**config.mk**
```make
export PLATFORM = sky130hd
export DESIGN_NAME = fc_weight_sched
export DESIGN_NICKNAME = d
export VERILOG_FILES = /design/src/rtl/fc_weight_sched.sv
export SDC_FILE = /design/constraint.sdc
export NUM_CORES = 1
export LEC_CHECK = 0
export CAP_MARGIN = 25
export CORE_ASPECT_RATIO = 1.75
export CORE_MARGIN = 3
export CORE_UTILIZATION = 45
export CTS_CLUSTER_DIAMETER = 120
export CTS_CLUSTER_SIZE = 8
export DETAILED_ROUTE_END_ITERATION = 8
export PLACE_DENSITY = 0.72
export SLEW_MARGIN = 20
export SYNTH_ARGS = -nofsm -noshare
export SYNTH_HDL_FRONTEND = slang
export SYNTH_SLANG_ARGS = --single-unit
```
**constraint.sdc**
```tcl
create_clock -name clk -period 2.89 [get_ports clk]
set_input_delay 0.867 -clock clk [delete_from_list [all_inputs] [get_ports clk]]
set_output_delay 0.867 -clock clk [all_outputs]
set_load 0.1 [all_outputs]
```
**src/rtl/fc_weight_sched.sv**
```systemverilog
// Weight/bias read scheduler for one fully-connected layer pass.
// Optional stall counter output is enabled by defining FC_SCHED_STALL_CNT_EN.
module fc_weight_sched #(
  parameter int unsigned WEIGHT_WORDS = 1200,
  parameter int unsigned BIAS_WORDS   = 32,
  parameter int unsigned ADDR_W       = 11
) (
  input  logic              clk,
  input  logic              rst,
  input  logic              start,
  input  logic              abort,
  input  logic              out_ready,
  output logic              weights_en,
  output logic [ADDR_W-1:0] weights_addr,
  output logic              bias_en,
  output logic [ADDR_W-1:0] bias_addr,
  output logic              w_valid,
  output logic              b_valid,
  output logic              busy,
  output logic              done
`ifdef FC_SCHED_STALL_CNT_EN
  ,
  output logic [15:0]       stall_cnt
`endif
);

  typedef enum logic [1:0] {StIdle, StWeights, StBias, StDone} state_e;

  localparam logic [ADDR_W-1:0] WLast = ADDR_W'(WEIGHT_WORDS - 1);
  localparam logic [ADDR_W-1:0] BLast = ADDR_W'(BIAS_WORDS - 1);

  state_e            state_q, state_d;
  logic [ADDR_W-1:0] w_addr_d, b_addr_d;

  always_comb begin
    state_d  = state_q;
    w_addr_d = weights_addr;
    b_addr_d = bias_addr;
    unique case (state_q)
      StIdle: begin
        if (start && !abort) begin
          state_d  = StWeights;
          w_addr_d = '0;
        end
      end
      StWeights: begin
        if (abort) begin
          state_d  = StIdle;
          w_addr_d = '0;
          b_addr_d = '0;
        end else if (out_ready) begin
          if (weights_addr == WLast) begin
            state_d  = StBias;
            b_addr_d = '0;
          end else begin
            w_addr_d = weights_addr + 1'b1;
          end
        end
      end
      StBias: begin
        if (abort) begin
          state_d  = StIdle;
          w_addr_d = '0;
          b_addr_d = '0;
        end else if (out_ready) begin
          if (bias_addr == BLast) begin
            state_d = StDone;
          end else begin
            b_addr_d = bias_addr + 1'b1;
          end
        end
      end
      StDone: begin
        state_d = StIdle;
        if (abort) begin
          w_addr_d = '0;
          b_addr_d = '0;
        end
      end
      default: state_d = StIdle;
    endcase
  end

  // Outputs are decoded from the next state so every port comes straight from a flop.
  always_ff @(posedge clk) begin
    if (rst) begin
      state_q      <= StIdle;
      weights_addr <= '0;
      bias_addr    <= '0;
      weights_en   <= 1'b0;
      bias_en      <= 1'b0;
      w_valid      <= 1'b0;
      b_valid      <= 1'b0;
      busy         <= 1'b0;
      done         <= 1'b0;
    end else begin
      state_q      <= state_d;
      weights_addr <= w_addr_d;
      bias_addr    <= b_addr_d;
      weights_en   <= (state_d == StWeights);
      bias_en      <= (state_d == StBias);
      w_valid      <= weights_en & out_ready;
      b_valid      <= bias_en & out_ready;
      busy         <= (state_d != StIdle);
      done         <= (state_d == StDone);
    end
  end

`ifdef FC_SCHED_STALL_CNT_EN
  always_ff @(posedge clk) begin
    if (rst) begin
      stall_cnt <= '0;
    end else if (state_q == StIdle && start && !abort) begin
      stall_cnt <= '0;
    end else if ((state_q == StWeights || state_q == StBias) && !out_ready &&
                 stall_cnt != 16'hFFFF) begin
      stall_cnt <= stall_cnt + 16'd1;
    end
  end
`endif

endmodule

```
==> metrics <==
r2r startpoint=bias_addr[0]$_SDFFE_PP0P_; async set or reset register ratio after synthesis=0%; CTS Buffer Depth=2; Vias per Instance=around 6; number of diodes=0; Sw Pwr=0.204 mW; Synth Cell Area=between 1500 and 2000 µm²; CTS root buf=clkbuf_8; initial antenna violation count=0; Logic pwr share=between 8 and 9%; Max-slew headroom=approximately 55%; Clk pwr share=41.3%; cell family with most CP delay=buffers and inverters; Nets=about 220; Hold Path Depth=1; post-synth cell types=46; Critical Path Start Type=primary input; switch share=24.4%; Max Clock Freq=409 MHz; syn nets=~180; Post-Synthesis Cells=176; max-cap viol count=0; global-route wire length before repair=6320 µm; critical path cell sequence=clkdlybuf4s50_1 -> nand2b_1 -> o311ai_1 -> buf_4 -> o21a_1 -> or4_1 -> a21oi_1; max incr delay on CP=530 ps; GR Util All Layers=19.1%; DRC Markers=0; R2R depth=7; Yosys reg bits=30; Setup CP Type=in2reg; Max IR drop VDD=about 0.00031 V; final WL=3800 µm; leak pwr=0.734 nW; fin crit share=a little over four fifths; Clk pin slew, worst setup/hold paths=60 ps; final setup violating endpoints=0; synth warn=0; design internal power=0.631 mW; Hold WC Path Type=reg2reg; share of layout cells above drive strength 1=25.9%; R2R Path End=bias_addr[7]$_SDFFE_PP0P_; number of global-route vias before repair=1436; CTS tree=done; wire per inst=roughly 15 µm; TNS Setup=0 ps; Detail Route Antenna Nets=0; Sink Count=30; syn avg cell area=8.91 µm²; cts bufs inserted=5; Final GP Congestion=0.819; slowest CP cell=clkdlybuf4s50_1; Final Hold Fails=0; initial core utilization=about 48%; WHS Endpoint=b_valid$_SDFF_PP0_; hold_ws=494 ps; Reg power frac=50.3%; port bufs=32; crit path buf inv count=2; Core Area=3240 µm²; Die Height=84.1 µm; Fin Clk Skew=7.59 ps; Post-synth EDFFs=0; largest net degree at the start of global routing=14; DR vias=1490; # IOs=33; Post CTS Setup Buffer Count=0; CP max FO=9; die area=between 4000 and 5000 µm²; # hold bufs at CTS=0; PwrDens=between 400 and 500 nW/µm²; Iter 0 DRT Violations=29; Final min period=approximately 2400 ps; clk_lat worst skew=between 200 and 300 ps; final HPWL from detailed placement=2790 µm; Req. time, crit path=approximately 3100 ps; CP endpoint kind=flop; Pins Over Slew Limit=0; worst hold start=bias_en$_SDFF_PP0_; slew at the pin with the worst max-slew slack=660 ps; Seq/Total Area, Yosys=a little under two fifths; ys flop type=dfxtp_1; outcome=finished clean; CP Data Arrival Time=2660 ps; CTS resizes=0; FP Rows=27; htree depth=2; die width=50.6 µm; RSZ-0062 raised after global routing=false; Fillers=313; Area Growth Syn to Fin=24.5%; total congestion overflow=0; reg-to-reg slack, setup=880 ps; drt pass-1 iters=4
## registers in the layout (all words and copies together), names as in the netlist
name          count
bias_addr        11
weights_addr     11
state_q           2
b_valid           1
bias_en           1
busy              1
done              1
w_valid           1
weights_en        1
## power by group through the flow
stage	logic, mW	clock network [mW]	registers, mW
6_report	0.0702	0.345	0.420
5_1_grt	0.0748	0.371	0.420
4_1_cts	0.0700	0.352	0.420
3_5_place_dp	0.0698	0	0.429
3_3_place_gp	0.0690	0	0.429
2_1_floorplan	0.0331	0	0.444
## area by class of cell
type                    count  area [µm²]  share of cell area [%]
well taps                  43        53.8                    2.75
flip-flops and latches     30         601                    30.7
multi-input cells         130         893                    45.7
clock inverters             1        5.00                   0.256
repair buffers             37         288                    14.7
inverters                   7        26.3                    1.35
clock buffers               7        86.3                    4.42
## cells in the final DEF, fill, tap and decap left out, drive strengths merged, types with 4 or more instances in the layout
| master | synthesis | routed |
|---|---|---|
| buf | 2 | 33 |
| dfxtp | 30 | 30 |
| nor2 | 15 | 15 |
| a21oi | 15 | 15 |
| nand2 | 10 | 10 |
| o21ai | 10 | 10 |
| nand3 | 8 | 8 |
| inv | 7 | 7 |
| clkbuf | 7 | 7 |
| nor3 | 7 | 7 |
| nand4 | 6 | 6 |
| a311oi | 6 | 6 |
| and3 | 5 | 5 |
| or3 | 5 | 5 |
| nor2b | 4 | 4 |
| nand2b | 4 | 4 |
| xnor2 | 4 | 4 |
| clkdlybuf4s50 | 0 | 4 |
## logic make-up after synthesis
group | after synthesis | share of synthesized area, %
buffers and inverters | 16 | 4.78
xor gates and xnor gates | 4 | 2.23
muxes | 1 | 0.638
DFF | 30 | 38.3
AOI/OAI and AO/OA | 48 | 24.0
and+or+nand+nor | 75 | 28.5
adders and majority gates | 2 | 1.59
## metal layers
metal  global-route usage (%)  vias to the layer above  wire length, µm
met4                     9.31                        0               73
met5                        0                        -                0
li1                         -                      723                -
met2                     33.8                       37             2070
met1                     19.9                      724             1490
met3                     5.37                        6              159
## worst max path at each step
stage | start | endpoint | slack, ps | cells past startpoint
5_1_grt | abort | weights_addr[6]$_SDFFE_PP0P_ | 320 | 7
3_5_place_dp | abort | weights_addr[6]$_SDFFE_PP0P_ | 170 | 7
2_1_floorplan | bias_addr[0]$_SDFFE_PP0P_ | bias_addr[2]$_SDFFE_PP0P_ | 350 | 7
3_3_place_gp | start | weights_addr[6]$_SDFFE_PP0P_ | 190 | 7
4_1_cts | out_ready | bias_addr[4]$_SDFFE_PP0P_ | 460 | 7
6_report | abort | weights_addr[6]$_SDFFE_PP0P_ | 450 | 7
## Yosys cell counts, drive strengths merged (3+ instances only)
master / number / area, µm²
a211oi: 3 / 22.5
a21oi: 15 / 78.8
a311oi: 6 / 83.8
and3: 5 / 31.3
clkbuf: 7 / 26.3
dfxtp: 30 / 601
inv: 7 / 26.3
nand2: 10 / 37.5
nand2b: 4 / 25.0
nand3: 8 / 40.0
nand4: 6 / 37.5
nor2: 15 / 56.3
nor2b: 4 / 25.0
nor3: 7 / 45.0
o21ai: 10 / 50.0
or3: 5 / 31.3
xnor2: 4 / 35.0
## stage by stage
step	util (%)	instances	worst slack (ps)	area, µm²	total power, mW
CTS	60.2	255	461	1950	0.842
detailed placement	57.4	247	170	1860	0.499
floorplan	-	176	347	1570	0.477
global route	60.2	255	319	1950	0.866
finish	60.2	255	445	1950	0.835
global placement	57.4	247	189	1860	0.498
No activity file was read; power rests on OpenSTA's default activity.
